===== config.mk =====
export PLATFORM = sky130hd
export DESIGN_NAME = mux_8_1_scan_sequencer
export DESIGN_NICKNAME = d
export VERILOG_FILES = /design/src/rtl/mux_scan_pkg.sv /design/src/rtl/scan_sel_counter.sv /design/src/rtl/mux_8_1_scan_sequencer.sv
export SDC_FILE = /design/constraint.sdc
export NUM_CORES = 1
export LEC_CHECK = 0
export CORE_MARGIN = 2
export CORE_UTILIZATION = 48
export DETAILED_ROUTE_END_ITERATION = 6
export PLACE_DENSITY = 0.87
export SLEW_MARGIN = 20
export SYNTH_ARGS = -nofsm -noshare
export SYNTH_HDL_FRONTEND = slang
export SYNTH_HIERARCHICAL = 1
export SYNTH_SLANG_ARGS = --single-unit

===== constraint.sdc =====
create_clock -name i_clk -period 3.1 [get_ports i_clk]
set_input_delay 0.93 -clock i_clk [delete_from_list [all_inputs] [get_ports i_clk]]
set_output_delay 0.93 -clock i_clk [all_outputs]
set_load 0.01 [all_outputs]

===== src/rtl/mux_scan_pkg.sv =====
// Shared types and constants for the 8:1 MUX scan sequencer.
// Select order helpers keep the first/last select derivation in one place.
package mux_scan_pkg;

  localparam int CODE_W = 8;
  localparam int SEL_W  = 3;
  localparam int CNT_W  = 4;

  typedef enum logic [1:0] {
    IDLE    = 2'd0,
    SETTLE  = 2'd1,
    PRESENT = 2'd2
  } scan_state_t;

  function automatic logic [SEL_W-1:0] sel_first(input bit msb_first);
    return msb_first ? 3'd7 : 3'd0;
  endfunction

  function automatic logic [SEL_W-1:0] sel_last(input bit msb_first);
    return msb_first ? 3'd0 : 3'd7;
  endfunction

endpackage


===== src/rtl/scan_sel_counter.sv =====
// 3-bit select register: loads the first select of the scan order, steps
// toward the last one, and flags when the last select is reached.
module scan_sel_counter
  import mux_scan_pkg::*;
#(
  parameter bit MSB_FIRST = 1'b0
) (
  input  logic             i_clk,
  input  logic             i_rst_n,
  input  logic             i_load_first,
  input  logic             i_step,
  output logic [SEL_W-1:0] o_sel,
  output logic             o_is_last
);

  logic [SEL_W-1:0] sel_q;
  logic [SEL_W-1:0] sel_d;

  // The sequencer leaves the word at the last select, so no wrap is ever taken.
  always_comb begin
    sel_d = sel_q;
    if (i_load_first) begin
      sel_d = sel_first(MSB_FIRST);
    end else if (i_step) begin
      sel_d = MSB_FIRST ? (sel_q - 3'd1) : (sel_q + 3'd1);
    end
  end

  always_ff @(posedge i_clk) begin
    if (!i_rst_n) begin
      sel_q <= '0;
    end else begin
      sel_q <= sel_d;
    end
  end

  assign o_sel     = sel_q;
  assign o_is_last = (sel_q == sel_last(MSB_FIRST));

endmodule


===== src/rtl/mux_8_1_scan_sequencer.sv =====
// Parallel-to-serial front end for an external 8:1 MUX: holds a word on the
// MUX code input, scans the select, samples the MUX after a settle time.
module mux_8_1_scan_sequencer
  import mux_scan_pkg::*;
#(
  parameter bit MSB_FIRST  = 1'b0,
  parameter int BIT_CYCLES = 1
) (
  input  logic              i_clk,
  input  logic              i_rst_n,
  input  logic              i_load_valid,
  input  logic [CODE_W-1:0] i_load_code,
  output logic              o_load_ready,
  output logic              o_mux_en,
  output logic [CODE_W-1:0] o_mux_code,
  output logic [SEL_W-1:0]  o_mux_sel,
  input  logic              i_mux_f,
  output logic              o_bit,
  output logic              o_bit_valid,
  input  logic              i_bit_ready,
  output logic              o_done,
  input  logic              i_abort,
  output logic [1:0]        o_dbg_state
);

  // Both ports use valid/ready: a transfer happens on a rising edge where
  // valid and ready are both high; valid and data hold until that edge.

  localparam logic [CNT_W-1:0] CNT_LAST = CNT_W'(BIT_CYCLES - 1);

  scan_state_t       state_q, state_d;
  logic [CNT_W-1:0]  cnt_q, cnt_d;
  logic              en_q, en_d;
  logic [CODE_W-1:0] code_q, code_d;
  logic              bit_q, bit_d;
  logic              valid_q, valid_d;
  logic              done_q, done_d;
  logic              sel_load;
  logic              sel_step;
  logic              sel_is_last;

  scan_sel_counter #(
    .MSB_FIRST (MSB_FIRST)
  ) u_sel (
    .i_clk        (i_clk),
    .i_rst_n      (i_rst_n),
    .i_load_first (sel_load),
    .i_step       (sel_step),
    .o_sel        (o_mux_sel),
    .o_is_last    (sel_is_last)
  );

  assign o_load_ready = (state_q == IDLE) & i_rst_n;

  always_comb begin
    state_d  = state_q;
    cnt_d    = cnt_q;
    en_d     = en_q;
    code_d   = code_q;
    bit_d    = bit_q;
    valid_d  = valid_q;
    done_d   = 1'b0;
    sel_load = 1'b0;
    sel_step = 1'b0;
    case (state_q)
      IDLE: begin
        if (i_load_valid && o_load_ready) begin
          code_d   = i_load_code;
          sel_load = 1'b1;
          cnt_d    = '0;
          en_d     = 1'b1;
          state_d  = SETTLE;
        end
      end
      SETTLE: begin
        if (i_abort) begin
          en_d    = 1'b0;
          valid_d = 1'b0;
          cnt_d   = '0;
          state_d = IDLE;
        end else if (cnt_q == CNT_LAST) begin
          bit_d   = i_mux_f;
          valid_d = 1'b1;
          state_d = PRESENT;
        end else begin
          cnt_d = cnt_q + 4'd1;
        end
      end
      PRESENT: begin
        // Abort takes priority over a bit handshake in the same cycle.
        if (i_abort) begin
          en_d    = 1'b0;
          valid_d = 1'b0;
          cnt_d   = '0;
          state_d = IDLE;
        end else if (i_bit_ready) begin
          valid_d = 1'b0;
          if (sel_is_last) begin
            en_d    = 1'b0;
            done_d  = 1'b1;
            state_d = IDLE;
          end else begin
            sel_step = 1'b1;
            cnt_d    = '0;
            state_d  = SETTLE;
          end
        end
      end
      default: begin
        state_d = IDLE;
        en_d    = 1'b0;
        valid_d = 1'b0;
      end
    endcase
  end

  always_ff @(posedge i_clk) begin
    if (!i_rst_n) begin
      state_q <= IDLE;
      cnt_q   <= '0;
      en_q    <= 1'b0;
      code_q  <= '0;
      bit_q   <= 1'b0;
      valid_q <= 1'b0;
      done_q  <= 1'b0;
    end else begin
      state_q <= state_d;
      cnt_q   <= cnt_d;
      en_q    <= en_d;
      code_q  <= code_d;
      bit_q   <= bit_d;
      valid_q <= valid_d;
      done_q  <= done_d;
    end
  end

  assign o_mux_en    = en_q;
  assign o_mux_code  = code_q;
  assign o_bit       = bit_q;
  assign o_bit_valid = valid_q;
  assign o_done      = done_q;
  assign o_dbg_state = state_q;

endmodule


==> results.toml <==
[synth]
mux_contribution_to_synthesized_area_pct = 3.91
postSynthCellCount = 116
synth-seq-area-share_pct = 41.1
post_synth_fa_ha_maj_area_fraction_pct = 4.89
yosys_warnings = 6
synth_compound_gate_area_share_pct = 16.1
postSynthRegisterBits = 21
synth-simple-area-share_pct = 28.5
synth-xor-area-share_pct = 0.856
combinational_family_with_the_most_area_after_synthesis = "simple AND/OR/NAND/NOR gates"
synthesis.area_per_instance_sq_um = 8.82
synth.net_count = 134
synthesis.area_sq_mm = 0.00102
yosys.cell_types.count = 37

[placed_design]
place.detailed.instances = 171
finalWeightedCongestion = 0.778
dp_hpwl_microns = 1560
port_buffers = 31

[floorplanning]
core.rowCount = 16
floorplan.io_pins = 32
dieArea_sq_mm = 0.00252
floorplan.die.height_microns = 50.2
dieWidth_microns = 50.2
floorplan.initialDensity_pct = 51.6
floorplan.core_area_sq_mm = 0.00198

[outcome]
status = "complete, no violations"

[routing]
drt_pass1_iterations = 4
routed_wl_microns = 2150
vias = 931
drtIter0Drc = 13
vias_per_cell = 5.32
wire_per_inst_microns = 12.3
ant_nets = 0
drt_drc_violations_left = 0

[flow_run]
max_cap_violations = 0

[timing]
worst_max_slew_margin_expressed_relative_to_the_limit_pct = 66.1
final_hold_viols = 0
timing.final.crit_share_pct = 90.9
setup_tns_ns = 0
worstMarginPinSlew_ns = 0.508
worst_hold_slack_ns = 0.464
grt_setup_unrepaired = "no"
fin_skew_ns = 0.00123
fmax_mhz = 355
final_max_slew_viol_count = 0
timing.final.crit_period_ns = 2.82
setup_viol = 0

[clock_tree]
clock_path_buffers = 2
clock_tree.root_cell = "clkbuf_4"
postCtsSetupRepairBufs = 0
tritoncts.num_buffers = 3
clock_sinks = 21
clock_insertion_delay_at_the_later_pin_of_the_skew_report_ns = 0.30
ctsHtreeMaxLevel = 1
clock_tree_from_tritoncts = "done"
worst_setup_hold_path_clk_slew_ns = 0.11

[worst_setup_path]
crit-reg2reg-launch = "u_sel/o_sel[0]"
critical_path.n_buffers_inverters = 2
largest_fanout_of_any_net_on_the_critical_path = 2
data_required_time_of_the_critical_path_ns = 2.17
setup.worst_path.end_class = "primary output"
crit_slowest_cell = "clkdlybuf4s50_1"
cp_top_family = "buffers and inverters"
timing.critical_path.from_type = "input pin"
critical_path_class = "in2out"
max_stage_delay_ns = 0.48
worst_setup_path_startpoint = "i_rst_n"
critical_path.cell_chain = "clkdlybuf4s50_1, nor3b_1, dlygate4sd2_1"
worst_r2r_endpoint = "o_mux_en"
endpoint = "o_load_ready"
reg2reg_depth = 6
critical_path_arrival_ns = 1.89
regToRegSetupSlack_ns = 1.38
crit_cells = 3

[cells_and_area]
finalNetCount = 167
mostFrequentLayoutCells = "clkdlybuf4s50_1, nand2_1, dfxtp_1, o21ai_0, nor2_1"
final_layout_size_suffix_gt1_share_pct = 8.11
layout.cells.most_common = "clkdlybuf4s50_1"
area_growth_syn_to_layout_pct = 35.1
insertedDiodeCount = 0
final-instance-count-excl-fill = 175

[worst_hold_path]
hold_path_class = "reg2reg"
min_from = "o_mux_code[6]"

[grt]
antenna_found_initial = 0
gr-usage-all-layers_pct = 19.4
number_of_global_route_vias_before_repair = 888
grt_remaining_overflow = 0
first_pass_grt_wire_length_microns = 3750
grt_max_degree = 25

[pwr]
leakagePower_nw = 0.524
powerDensity_mw_per_mm2 = 438
ir_drop_mv = 0.315
kinds of logic (layout without fill, tap and decap cells):
| family | after synthesis | in the layout |
|---|---|---|
| xor gates and xnor gates | 1 | 1 |
| and+or+nand+nor | 52 | 52 |
| adders and majority gates | 4 | 4 |
| DFF | 21 | 21 |
| muxes | 4 | 4 |
| buffers and inverters | 10 | 42 |
| AOI/OAI and AO/OA | 24 | 24 |
routing by layer:
layer / vias up / global-route usage [%] / part of all wire (%)
met5: - / 0 / 0
met2: 28 / 32.9 / 47
met1: 426 / 22.3 / 46
li1: 475 / - / -
met4: 0 / 11.1 / 0.98
met3: 2 / 4.17 / 6.4
worst min-delay path by stage:
stage | to | depth (start not counted)
final | o_mux_code[6] | 2
after floorplan | cnt_q[3] | 1
after global placement | o_mux_code[6] | 2
after CTS | o_mux_code[6] | 2
after global routing | o_mux_code[6] | 2
after detailed placement | o_mux_code[6] | 2
where the power goes:
group | internal [mW] | switching, mW | leakage [nW]
clock network | 0.0501 | 0.0810 | 0.0150
registers | 0.291 | 0.0247 | 0.171
logic | 0.0899 | 0.0681 | 0.337
repair_timing:
item,4_1_cts,5_1_grt
hold buffers,0,0
resized for setup,1,0
setup endpoints to repair,1,0
hold endpoints to repair,0,0
final cells by class:
cell class	count	area [sq um]
clock buffers	4	26.3
well taps	27	33.8
multi-input cells	85	556
repair buffers	34	332
fillers	173	599
flip-flops and latches	21	420
inverters	4	15.0
synthesized netlist by cell type (all sizes together):
master | n | area, sq um
a31oi | 2 | 12.5
ha | 4 | 50.1
buf | 4 | 25.0
xnor2 | 1 | 8.76
nor3 | 4 | 25.0
clkbuf | 2 | 7.51
nand2 | 21 | 78.8
or2 | 1 | 6.26
nor4 | 2 | 12.5
inv | 4 | 15.0
nand2b | 3 | 18.8
nand3 | 3 | 15.0
o21a | 2 | 15.0
a211oi | 1 | 7.51
a21oi | 3 | 15.0
a21o | 1 | 7.51
o211a | 1 | 10.0
nor4b | 1 | 15.0
nand4b | 1 | 8.76
nand3b | 2 | 15.0
a21boi | 1 | 7.51
or3b | 2 | 17.5
dfxtp | 21 | 420
mux2i | 4 | 40.0
o211ai | 1 | 7.51
nor2b | 1 | 6.26
o31ai | 2 | 20.0
nor2 | 7 | 26.3
o221a | 2 | 22.5
o21ai | 8 | 40.0
nor3b | 4 | 46.3
through the flow:
| step | area (sq um) | worst slack [ns] | util [%] | power (mW) |
|---|---|---|---|---|
| after global routing | 1380 | 0.219 | 69.8 | 0.643 |
| after global placement | 1360 | 0.0404 | 68.5 | 0.476 |
| after detailed placement | 1360 | 0.00929 | 68.5 | 0.481 |
| after CTS | 1380 | 0.284 | 69.8 | 0.612 |
| after floorplan | 1020 | 0.648 | - | 0.404 |
| final | 1380 | 0.283 | 69.8 | 0.605 |
worst reg2reg max path: stages (launching register included):
cell and delay [ns]:
dfxtp_1 0.35, ha_1 0.21, ha_1 0.23, or3b_1 0.36, a21oi_1 0.20, nor2_1 0.07
o221a_1 0.21
flip-flops by register name, summed over array words and instances (netlist names):
name         flops
o_done           1
o_mux_code       8
cnt_q            4
o_bit_valid      1
u_sel/o_sel      3
o_mux_en         1
o_bit            1
o_dbg_state      2
Note: power is estimated with default switching activity, not from simulation.
